## src/rtl/alu_inst_encoder.sv

```systemverilog
// Encodes ALU operation requests into RV32I OP-IMM / OP instruction words and
// buffers them in a small FIFO with valid/ready handshakes on both sides.
module alu_inst_encoder #(
    parameter int FIFO_DEPTH = 4
) (
    input  logic        clk,
    input  logic        rst_n,
    input  logic        in_valid,
    output logic        in_ready,
    input  logic [4:0]  alu_sel,
    input  logic [4:0]  rd,
    input  logic [4:0]  rs1,
    input  logic [4:0]  rs2,
    input  logic [11:0] imm,
    output logic        out_valid,
    input  logic        out_ready,
    output logic [31:0] Inst,
    output logic        err,
    output logic [15:0] enc_count
);
    // Handshake: a transfer happens on a rising edge where valid && ready are both
    // high; valid never waits on ready, and ready depends only on registered state.
    localparam int AW = (FIFO_DEPTH > 1) ? $clog2(FIFO_DEPTH) : 1;
    localparam int CW = AW + 1;
    localparam logic [CW-1:0] FULL_CNT = CW'(FIFO_DEPTH);
    localparam logic [6:0] OP_IMM = 7'b0010011;
    localparam logic [6:0] OP_REG = 7'b0110011;

    logic [31:0]   mem [FIFO_DEPTH];
    logic [AW-1:0] wr_ptr;
    logic [AW-1:0] rd_ptr;
    logic [CW-1:0] count;
    logic          rdy_en;
    logic          legal;
    logic [31:0]   enc_word;
    logic [2:0]    funct3;
    logic [6:0]    funct7;
    logic          accept;
    logic          push;
    logic          pop;

    always_comb begin
        legal    = 1'b1;
        funct3   = 3'b000;
        funct7   = 7'b0000000;
        enc_word = 32'h0;
        case (alu_sel)
            5'd0:  funct3 = 3'b000;
            5'd1:  funct3 = 3'b010;
            5'd2:  funct3 = 3'b011;
            5'd3:  funct3 = 3'b100;
            5'd4:  funct3 = 3'b110;
            5'd5:  funct3 = 3'b111;
            5'd6:  funct3 = 3'b001;
            5'd7:  funct3 = 3'b101;
            5'd8:  begin funct3 = 3'b101; funct7 = 7'b0100000; end
            5'd9:  funct3 = 3'b000;
            5'd10: begin funct3 = 3'b000; funct7 = 7'b0100000; end
            5'd11: funct3 = 3'b001;
            5'd12: funct3 = 3'b010;
            5'd13: funct3 = 3'b011;
            5'd14: funct3 = 3'b100;
            5'd15: funct3 = 3'b101;
            5'd16: begin funct3 = 3'b101; funct7 = 7'b0100000; end
            5'd17: funct3 = 3'b110;
            5'd18: funct3 = 3'b111;
            default: legal = 1'b0;
        endcase
        if (alu_sel <= 5'd5) begin
            enc_word = {imm, rs1, funct3, rd, OP_IMM};
        end else if (alu_sel <= 5'd8) begin
            // Shift immediates only carry a 5-bit shamt; upper bits must be clear.
            if (imm[11:5] != 7'b0) legal = 1'b0;
            enc_word = {funct7, imm[4:0], rs1, funct3, rd, OP_IMM};
        end else begin
            enc_word = {funct7, rs2, rs1, funct3, rd, OP_REG};
        end
    end

    assign in_ready  = rdy_en && (count != FULL_CNT);
    assign out_valid = (count != '0);
    assign Inst      = out_valid ? mem[rd_ptr] : 32'h0;
    assign accept    = in_valid && in_ready;
    assign push      = accept && legal;
    assign pop       = out_valid && out_ready;

    always_ff @(posedge clk) begin
        if (push) mem[wr_ptr] <= enc_word;
    end

    always_ff @(posedge clk or negedge rst_n) begin
        if (!rst_n) begin
            wr_ptr    <= '0;
            rd_ptr    <= '0;
            count     <= '0;
            rdy_en    <= 1'b0;
            err       <= 1'b0;
            enc_count <= 16'h0;
        end else begin
            rdy_en <= 1'b1;
            err    <= accept && !legal;
            if (push) begin
                wr_ptr    <= wr_ptr + AW'(1);
                enc_count <= enc_count + 16'd1;
            end
            if (pop) rd_ptr <= rd_ptr + AW'(1);
            case ({push, pop})
                2'b10:   count <= count + CW'(1);
                2'b01:   count <= count - CW'(1);
                default: count <= count;
            endcase
        end
    end
endmodule
```

## config.mk

```make
export PLATFORM = sky130hd
export DESIGN_NAME = alu_inst_encoder
export DESIGN_NICKNAME = d
export VERILOG_FILES = /design/src/rtl/alu_inst_encoder.sv
export SDC_FILE = /design/constraint.sdc
export NUM_CORES = 1
export LEC_CHECK = 0
export ABC_AREA = 1
export BUFFER_PORTS_ARGS = -buffer_cell sky130_fd_sc_hd__buf_4
export CAP_MARGIN = 30
export CORE_AREA = 4 4 97 121
export CTS_CLUSTER_SIZE = 14
export DETAILED_ROUTE_END_ITERATION = 6
export DIE_AREA = 0 0 101 125
export PLACE_DENSITY = 0.89
export SLEW_MARGIN = 20
export SYNTH_ARGS = -nofsm -noshare
export SYNTH_HDL_FRONTEND = slang
export SYNTH_SLANG_ARGS = --single-unit
```

## constraint.sdc

```tcl
create_clock -name clk -period 3.32 [get_ports clk]
set_clock_uncertainty 0.15 [all_clocks]
set_input_delay 0.332 -clock clk [delete_from_list [all_inputs] [get_ports clk]]
set_output_delay 0.332 -clock clk [all_outputs]
set_load 0.005 [all_outputs]
```

==> Yosys cells after proc, flatten, opt, wreduce, memory -nomap -nowiden <==
Memories as Yosys holds them, arrays and structs flattened.
Index checks and enable logic that the tools add are counted.
{ "op_classes": {"reduce_logical": 19, "order_cmp": 2, "eq_ne": 21, "mux": 12, "addsub": 5} }
{ "ops": {"columns": ["operator", "n"], "rows": [
  ["32-bit 2-to-1 mux", 2],
  ["5-bit by 4-bit equality test with 1-bit output, second input constant", 8],
  ["25-bit 2-to-1 mux", 1],
  ["3-bit one-hot mux with 7 select lines", 1],
  ["5-bit by 3-bit equality test with 1-bit output, second input constant", 4],
  ["19-bit OR reduction", 1],
  ["16-bit by 1-bit adder with 16-bit output, second input constant", 1],
  ["5-bit equality test, second input constant", 3],
  ["2-bit OR reduction", 6],
  ["5-bit by 2-bit equality test with 1-bit output, second input constant", 2],
  ["7-bit nonzero test", 1],
  ["1-bit 2-to-1 mux", 6],
  ["6-bit 2-to-1 mux", 1],
  ["3-bit one-hot mux with 2 select lines", 1],
  ["5-bit by 1-bit equality test with 1-bit output, second input constant", 1],
  ["5-bit by 3-bit less-or-equal comparator with 1-bit output, second input constant", 1],
  ["5-bit by 4-bit less-or-equal comparator with 1-bit output, second input constant", 1],
  ["1-bit logical AND", 5],
  ["5-bit logical NOT", 1],
  ["2-bit by 1-bit adder with 2-bit output, second input constant", 2],
  ["4-bit OR reduction", 1],
  ["3-bit by 1-bit adder with 3-bit output, second input constant", 1],
  ["3-bit inequality test, second input constant", 1],
  ["3-bit nonzero test", 1],
  ["other kinds (6)", 6]
]} }
{ "word_totals": {"memories": 1, "ram_bits": 128, "in_bits": 36, "wordCells": 66, "regBits": 25} }
{ "mem_list": {"columns": ["memory", "depth", "width", "read_ports", "rd_ports_with_merged_regs", "wr", "line", "text"], "rows": [
  ["mem", 4, 32, 1, 0, 1, "29", "logic [31:0] mem [FIFO_DEPTH];"]
]} }

==> Depth between registers and ports, before layout <==
Gate-level depths: netlist (run 1).
{ "logic_depth": {"ltp_word": 9, "ltp_mapped": 16, "mapped_depth_nobuf": 15} }

==> Worst setup path after synthesis (run 1) <==
Ideal clock, no wire load.
{ "synth_timing": {"path_type": "input -> register", "startpoint": "input port alu_sel[4]", "endpoint": "memory mem[0][10] (enable)", "setup_time_ps": 409, "t_required_ps": 2761, "arrival_time_ps": 2264, "stages": 7, "path_buffers": 1, "slack_ps": 497, "cell_sequence": "inv_2 > nand2_1 > o21bai_2 > nand3_2 > nand3_2 > buf_4 > nor2_1"} }
{ "synth_between": {"elab_chain_cells": 9, "word_cells_on_any_way": 29, "cone_classes": "order compare: 2; eq/ne: 18; mux: 6; reduce/logical: 3"} }
{ "synth_lines": {"columns": ["item", "line", "text"], "rows": [
  ["start: declaration", "10", "input logic [4:0] alu_sel,"],
  ["5-bit equality test (tied with other cells)", "47", "case (alu_sel)"],
  ["19-bit OR reduction (no source line)", null, null],
  ["1-bit 2-to-1 mux", "47", null],
  ["1-bit 2-to-1 mux", "73", "if (imm[11:5] != 7'b0) legal = 1'b0;"],
  ["1-bit 2-to-1 mux", "71", "end else if (alu_sel <= 5'd8) begin"],
  ["1-bit 2-to-1 mux (*)", "69", "if (alu_sel <= 5'd5) begin"],
  ["1-bit logical AND (*)", "84", "assign push = accept && legal;"],
  ["1-bit 2-to-1 mux (*)", "88", "if (push) mem[wr_ptr] <= enc_word;"],
  ["1-bit 2-to-1 mux (implied by the code) (*)", "88", null],
  ["end: declaration", "29", null]
]} }
Mark *: on every way between the ends. The rest lies on a longest branch, timed or not.

==> Worst setup path after layout (run 1) <==
{ "layout_timing": {"startpoint": "register rd_ptr[1]", "endpoint": "output port Inst[31]"} }
{ "layout_between": {"elab_chain_cells": 2} }
{ "layout_lines": {"columns": ["item", "line", "text"], "rows": [
  ["start: declaration", "31", "logic [AW-1:0] rd_ptr;"],
  ["start signal: assignment", "106", "if (pop) rd_ptr <= rd_ptr + AW'(1);"],
  ["memory 4 x 32 bit", null, null],
  ["32-bit 2-to-1 mux", "82", "assign Inst = out_valid ? mem[rd_ptr] : 32'h0;"],
  ["end: declaration", "17", "output logic [31:0] Inst,"]
]} }
Every way passes these cells.

==> out/metrics.yaml, run 1 <==
ys_types: 36
drv_cap: 0
finalMaxSlewViolations: 0
ys_ff_latch: 129
worstHoldEndpoint: "mem[3][23]"
dieArea_um2: 12600
drive_above_1_share_pct: 19.3
hp-start: "rs2[3]"
final_cell_mix: "nor2_1 (135), edfxtp_1 (104), buf_4 (94)"
vias_per_cell: 5.56
worst_pin_slew_ns: 0.854
r2r_slack_ns: 1.07
routedWlPerCell_um: 16.2
post-place-ws_ns: 0.597
grtUsageTotal_pct: 21.7
critPathLaunchType: "flip-flop"
reg2reg_depth: 7
grt-ovfl-total: 0
final_util_pct: 68.8
finalSetupViolCount: 0
p_int_uw: 3750
r2r_start: "count[1]"
path_class: "flip-flop to primary output"
gp_congestion: 0.854
root_buffer: "clkbuf_16"
cp.required_ns: 2.84
powerDensity_nw_per_um2: 760
clkLatencyLatePin_ns: 0.41
vias: 4566
initial_utilization_pct: 56.1
whs_path_depth: 3
n_antenna_cell: 0
cts_buffer_depth: 2
cp_max_fo: 26
rsz0062_at_grt: "no"
synth-async-reset-ratio_pct: 19.4
yosysWarnings: 0
hold_class: "input pin to flip-flop"
dp_hpwl_mm: 8.33
synth_edf_count: 104
holdWs_ns: 0.116
hold_viol: 0
drt_first_pass_iters: 6
fin_crit_ns: 2.79
synth.avg_cell_area_um2: 10.1
slew_headroom_pct: 42.7
finalSetupTns_ns: 0
syn_area_um2: 5920
grt_first_pass_wirelength_mm: 21.3
fill_cells: 731
nets: 722
p_leak_uw: 0.00297
status: "finished, final reports clean"
h-tree-depth: 4
pwr-share-seq_pct: 35.7
power_switching_uw: 1780
fmax_mhz: 359
antenna_found_initial: 0
cts_made_buffers: 17
cts.repair_timing.setup_buffer_count: 0
numClockSinks: 129
cts_tree: "yes"
critical_path_arrival_ns: 2.31
io_pins: 87
synthCells: 585
p_comb_share_pct: 34.4
p_total_uw: 5520
die_w_um: 101
ant_nets: 0
synth_ff_type: "edfxtp_1"
core_um2: 10600
syn_to_final_growth_pct: 22.8
worst_setup_path_end_kind: "primary output"
path_clk_slew_ns: 0.05
routed_wl_mm: 13.3
clkPwrFrac_pct: 29.9
drtIter0Drc: 424
rows: 42
timing.rr.end: "mem[1][22]"
sw_frac_of_total_pct: 32.2
vdd_ir_drop_max_mv: 0.454
fin_crit_sh_pct: 84.0
grt_start_max_net_pins: 54
die_h_um: 125
yosysSeqAreaShare_pct: 63.3
io_buffers: 83
grt_pass1_vias: 4505
layout.cells.most_common: "nor2_1"
drc: 0
setup_ws_ns: 0.531
critical path, cell delays in order (launching register included):
cell and delay, ns:
dfrtp_1 0.34, clkinv_1 0.67, nor2_1 0.32, o21ai_0 0.14, a21oi_1 0.27, buf_4 0.16
metal layers:
layer	part of all wire, %	global-route usage, %	vias up
met2	53	38.2	209
met3	7.5	5.74	25
met4	1.9	7.36	0
met1	38	25.4	2172
li1	-	-	2160
met5	0	0	-
flip-flops by register name, indices dropped and copies added (netlist names):
signal and count:
mem 104, wr_ptr 2, count 3, rdy_en 1
rd_ptr 2, err 1, enc_count 16
per-stage QoR:
step | instances | instance area (µm²)
2_1_floorplan | 587 | 5930
3_3_place_gp | 781 | 6630
3_5_place_dp | 781 | 6630
4_1_cts | 821 | 7270
5_1_grt | 821 | 7270
6_report | 821 | 7270
area by class of cell:
class	instances	area (µm²)	share of cell area, %
Multi-Input combinational cell	391	1880	25.8
Timing Repair Buffer	105	816	11.2
Clock buffer	19	433	5.95
Tap cell	132	165	2.27
Inverter	35	131	1.81
Clock inverter	10	96.3	1.33
Sequential cell	129	3750	51.6
kinds of logic after synthesis:
logic type,after synthesis,share of synthesized area (%)
adders and majority gates,7,1.61
AOI/OAI and AO/OA,89,7.86
other,2,0.127
and+or+nand+nor,276,19.5
xor gates and xnor gates,15,2.22
buffers and inverters,67,5.37
DFF,129,63.3
synth_stat cells, drive strengths merged (2+ instances only):
library cell / number / area (µm²)
nand4: 21 / 131
edfxtp: 104 / 3120
conb: 2 / 7.51
a21boi: 2 / 15.0
xnor2: 7 / 61.3
inv: 34 / 128
xor2: 8 / 70.1
clkbuf: 15 / 56.3
a31oi: 2 / 12.5
nand3: 16 / 95.1
dfrtp: 25 / 626
ha: 6 / 75.1
nor2: 142 / 541
nand2: 88 / 333
o21ai: 55 / 275
a21oi: 27 / 135
buf: 17 / 130
nor3: 6 / 35.0
worst max-delay path by stage:
stage | startpoint | to | slack (ns) | cells past startpoint
5_1_grt | rd_ptr[1] | Inst[31] | 0.35 | 5
3_5_place_dp | alu_sel[1] | count[2] | 0.60 | 14
4_1_cts | rd_ptr[1] | Inst[27] | 0.45 | 5
2_1_floorplan | alu_sel[4] | mem[0][10] | 0.50 | 7
3_3_place_gp | alu_sel[1] | count[2] | 0.73 | 14
6_report | rd_ptr[1] | Inst[31] | 0.53 | 5
power groups by stage:
stage          combinational, µW  clock, µW  sequential, µW
6_report                    1900       1650            1970
5_1_grt                     2100       1770            1990
4_1_cts                     1900       1670            1970
3_5_place_dp                1870          0            2000
3_3_place_gp                1770          0            2000
2_1_floorplan               1070          0            1980
what timing repair did:
action | in CTS | in global routing
setup endpoints to repair | 0 | 0
gates resized for setup | 0 | 0
hold buffers | 11 | 0
hold endpoints to repair | 65 | 0
No activity file was read; power rests on OpenSTA's default activity.
==> run 2: changes to the inputs <==
==> constraint.sdc (replaced) <==
create_clock -name clk -period 2.8 [get_ports clk]
set_clock_uncertainty 0.15 [all_clocks]
set_input_delay 0.28 -clock clk [delete_from_list [all_inputs] [get_ports clk]]
set_output_delay 0.28 -clock clk [all_outputs]
set_load 0.005 [all_outputs]
==> out/metrics.yaml, run 2 (synthesis results as in run 1) <==
routed_wl_mm: 14.3  # +7.4%
path_class: "flip-flop to primary output"
cts_made_buffers: 17  # unchanged
grt_pass1_vias: 4685  # +4.0%
initial_utilization_pct: 56.1  # unchanged
reg2reg_depth: 7  # unchanged
vias: 4704  # +3.0%
rsz0062_at_grt: "no"
n_antenna_cell: 0  # unchanged
finalMaxSlewViolations: 0  # unchanged
grt_first_pass_wirelength_mm: 22.7  # +6.6%
whs_path_depth: 3  # unchanged
nets: 729  # +0.97%
design_area_um2: 7430  # +2.2%
critical_path_arrival_ns: 2.22  # -0.09 ns
dp_hpwl_mm: 8.96  # +7.5%
io_pins: 87  # unchanged
p_leak_uw: 0.00304  # +2.2%
gp_congestion: 0.954  # +12%
vdd_ir_drop_max_mv: 0.589  # +30%
worstHoldEndpoint: "mem[1][23]"
cts_buffer_depth: 2  # unchanged
vias_per_cell: 5.66  # +1.8%
hold_class: "input pin to flip-flop"
die_h_um: 125  # unchanged
powerDensity_nw_per_um2: 930  # +22%
fill_cells: 701  # -4.1%
path_clk_slew_ns: 0.06  # about the same
core_um2: 10600  # unchanged
critPathLaunchType: "flip-flop"
fin_crit_sh_pct: 94.7
cp_max_fo: 25  # -3.8%
dieArea_um2: 12600  # unchanged
root_buffer: "clkbuf_16"
r2r_slack_ns: 0.59  # -0.48 ns
status: "finished, final reports clean"
fin_crit_ns: 2.65
timing.rr.end: "mem[2][27]"
cts_tree: "yes"
drv_cap: 0  # unchanged
fmax_mhz: 377
largest_register_ffs: 104  # unchanged
antenna_found_initial: 0  # unchanged
die_w_um: 101  # unchanged
h-tree-depth: 4  # unchanged
regMostFlops: "mem"
clkLatencyLatePin_ns: 0.41  # about the same
layout.cells.most_common: "nor2_1"
reg_top3: "mem x104, enc_count x16, count x3"
drive_above_1_share_pct: 21.5  # +2.2 points
rows: 42  # unchanged
cp.required_ns: 2.37  # -0.47 ns
grtUsageTotal_pct: 23.3  # +1.6 points
grt_start_max_net_pins: 31  # -43%
worst_setup_path_end_kind: "primary output"
hold_viol: 0  # unchanged
routedWlPerCell_um: 17.2  # +6.2%
finalSetupTns_ns: 0  # unchanged
ant_nets: 0  # unchanged
r2r_start: "count[1]"
numClockSinks: 129  # unchanged
final_cell_mix: "nor2_1 (135), edfxtp_1 (104), buf_4 (99)"
drt_first_pass_iters: 5  # -1
drtIter0Drc: 392  # -7.5%
grt-ovfl-total: 0  # unchanged
drc: 0  # unchanged
finalSetupViolCount: 0  # unchanged
placed_area_um2: 6710  # +1.2%
hp-start: "imm[3]"
io_buffers: 83  # unchanged
syn_to_final_growth_pct: 25.5
cts.repair_timing.setup_buffer_count: 0  # unchanged
final_util_pct: 70.4  # +1.5 points
## run 2: cell types whose count changed in the layout (fill, tap and decap cells not counted), sizes merged
cell	delta
clkinvlp	+4
inv	+3
clkinv	-3
buf	+7
bufinv	+1
clkbuf	-2
## run 2: how the worst max path moves through the flow
| stage | startpoint | end | slack, ns | depth (start not counted) |
|---|---|---|---|---|
| 3_3_place_gp | alu_sel[1] | count[2] | 0.41 | 13 |
| 2_1_floorplan | count[1] | mem[2][10] | 0.02 | 6 |
| 4_1_cts | rd_ptr[1] | Inst[8] | 0.10 | 6 |
| 6_report | rd_ptr[0] | Inst[25] | 0.15 | 5 |
| 3_5_place_dp | alu_sel[1] | count[2] | 0.28 | 13 |
| 5_1_grt | rd_ptr[0] | Inst[27] | 0.008 | 6 |
## run 2: report_power, final
group	switching [µW]	total, µW	internal [µW]
clock	837	2240	1410
sequential	173	2400	2230
combinational	1280	2270	988
## run 2: what timing repair did
action / in CTS / in global routing
resized for setup: 0 / 1
endpoints found under the setup margin: 0 / 3
hold endpoints to repair: 65 / 0
hold buffers: 11 / 0
## run 2: worst max-delay path, stage by stage, from the launching register on
cell and delay, ns:
dfrtp_2 0.59, inv_2 0.37, buf_4 0.27, o21ai_0 0.13, a21oi_1 0.27, buf_4 0.17
## run 2: metal layers
layer / wire length (µm) / global-route usage (%) / part of all wire (%)
met2: 7350 / 39.7 / 51
met5: 0 / 0 / 0
met4: 435 / 9.94 / 3.0
met1: 5430 / 27.7 / 38
met3: 1060 / 6.02 / 7.4
## run 2: cell type report
type,instances,area [µm²],share of cell area (%)
Tap cell,132,165,2.22
Sequential cell,129,3750,50.4
Clock inverter,15,185,2.49
Timing Repair Buffer,112,893,12.0
Inverter,35,135,1.82
Multi-Input combinational cell,391,1880,25.3
Clock buffer,17,425,5.72
## run 2: metrics by stage
| stage | power, µW | hold WS [ns] | setup slack, ns | cells |
|---|---|---|---|---|
| 2_1_floorplan | 3620 | -0.166 | 0.0202 | 587 |
| 3_3_place_gp | 4540 | 0.0459 | 0.406 | 788 |
| 6_report | 6910 | 0.0527 | 0.149 | 831 |
| 3_5_place_dp | 4650 | 0.0509 | 0.282 | 788 |
| 4_1_cts | 6940 | 0.0477 | 0.100 | 831 |
| 5_1_grt | 7310 | 0.0605 | 0.00760 | 831 |
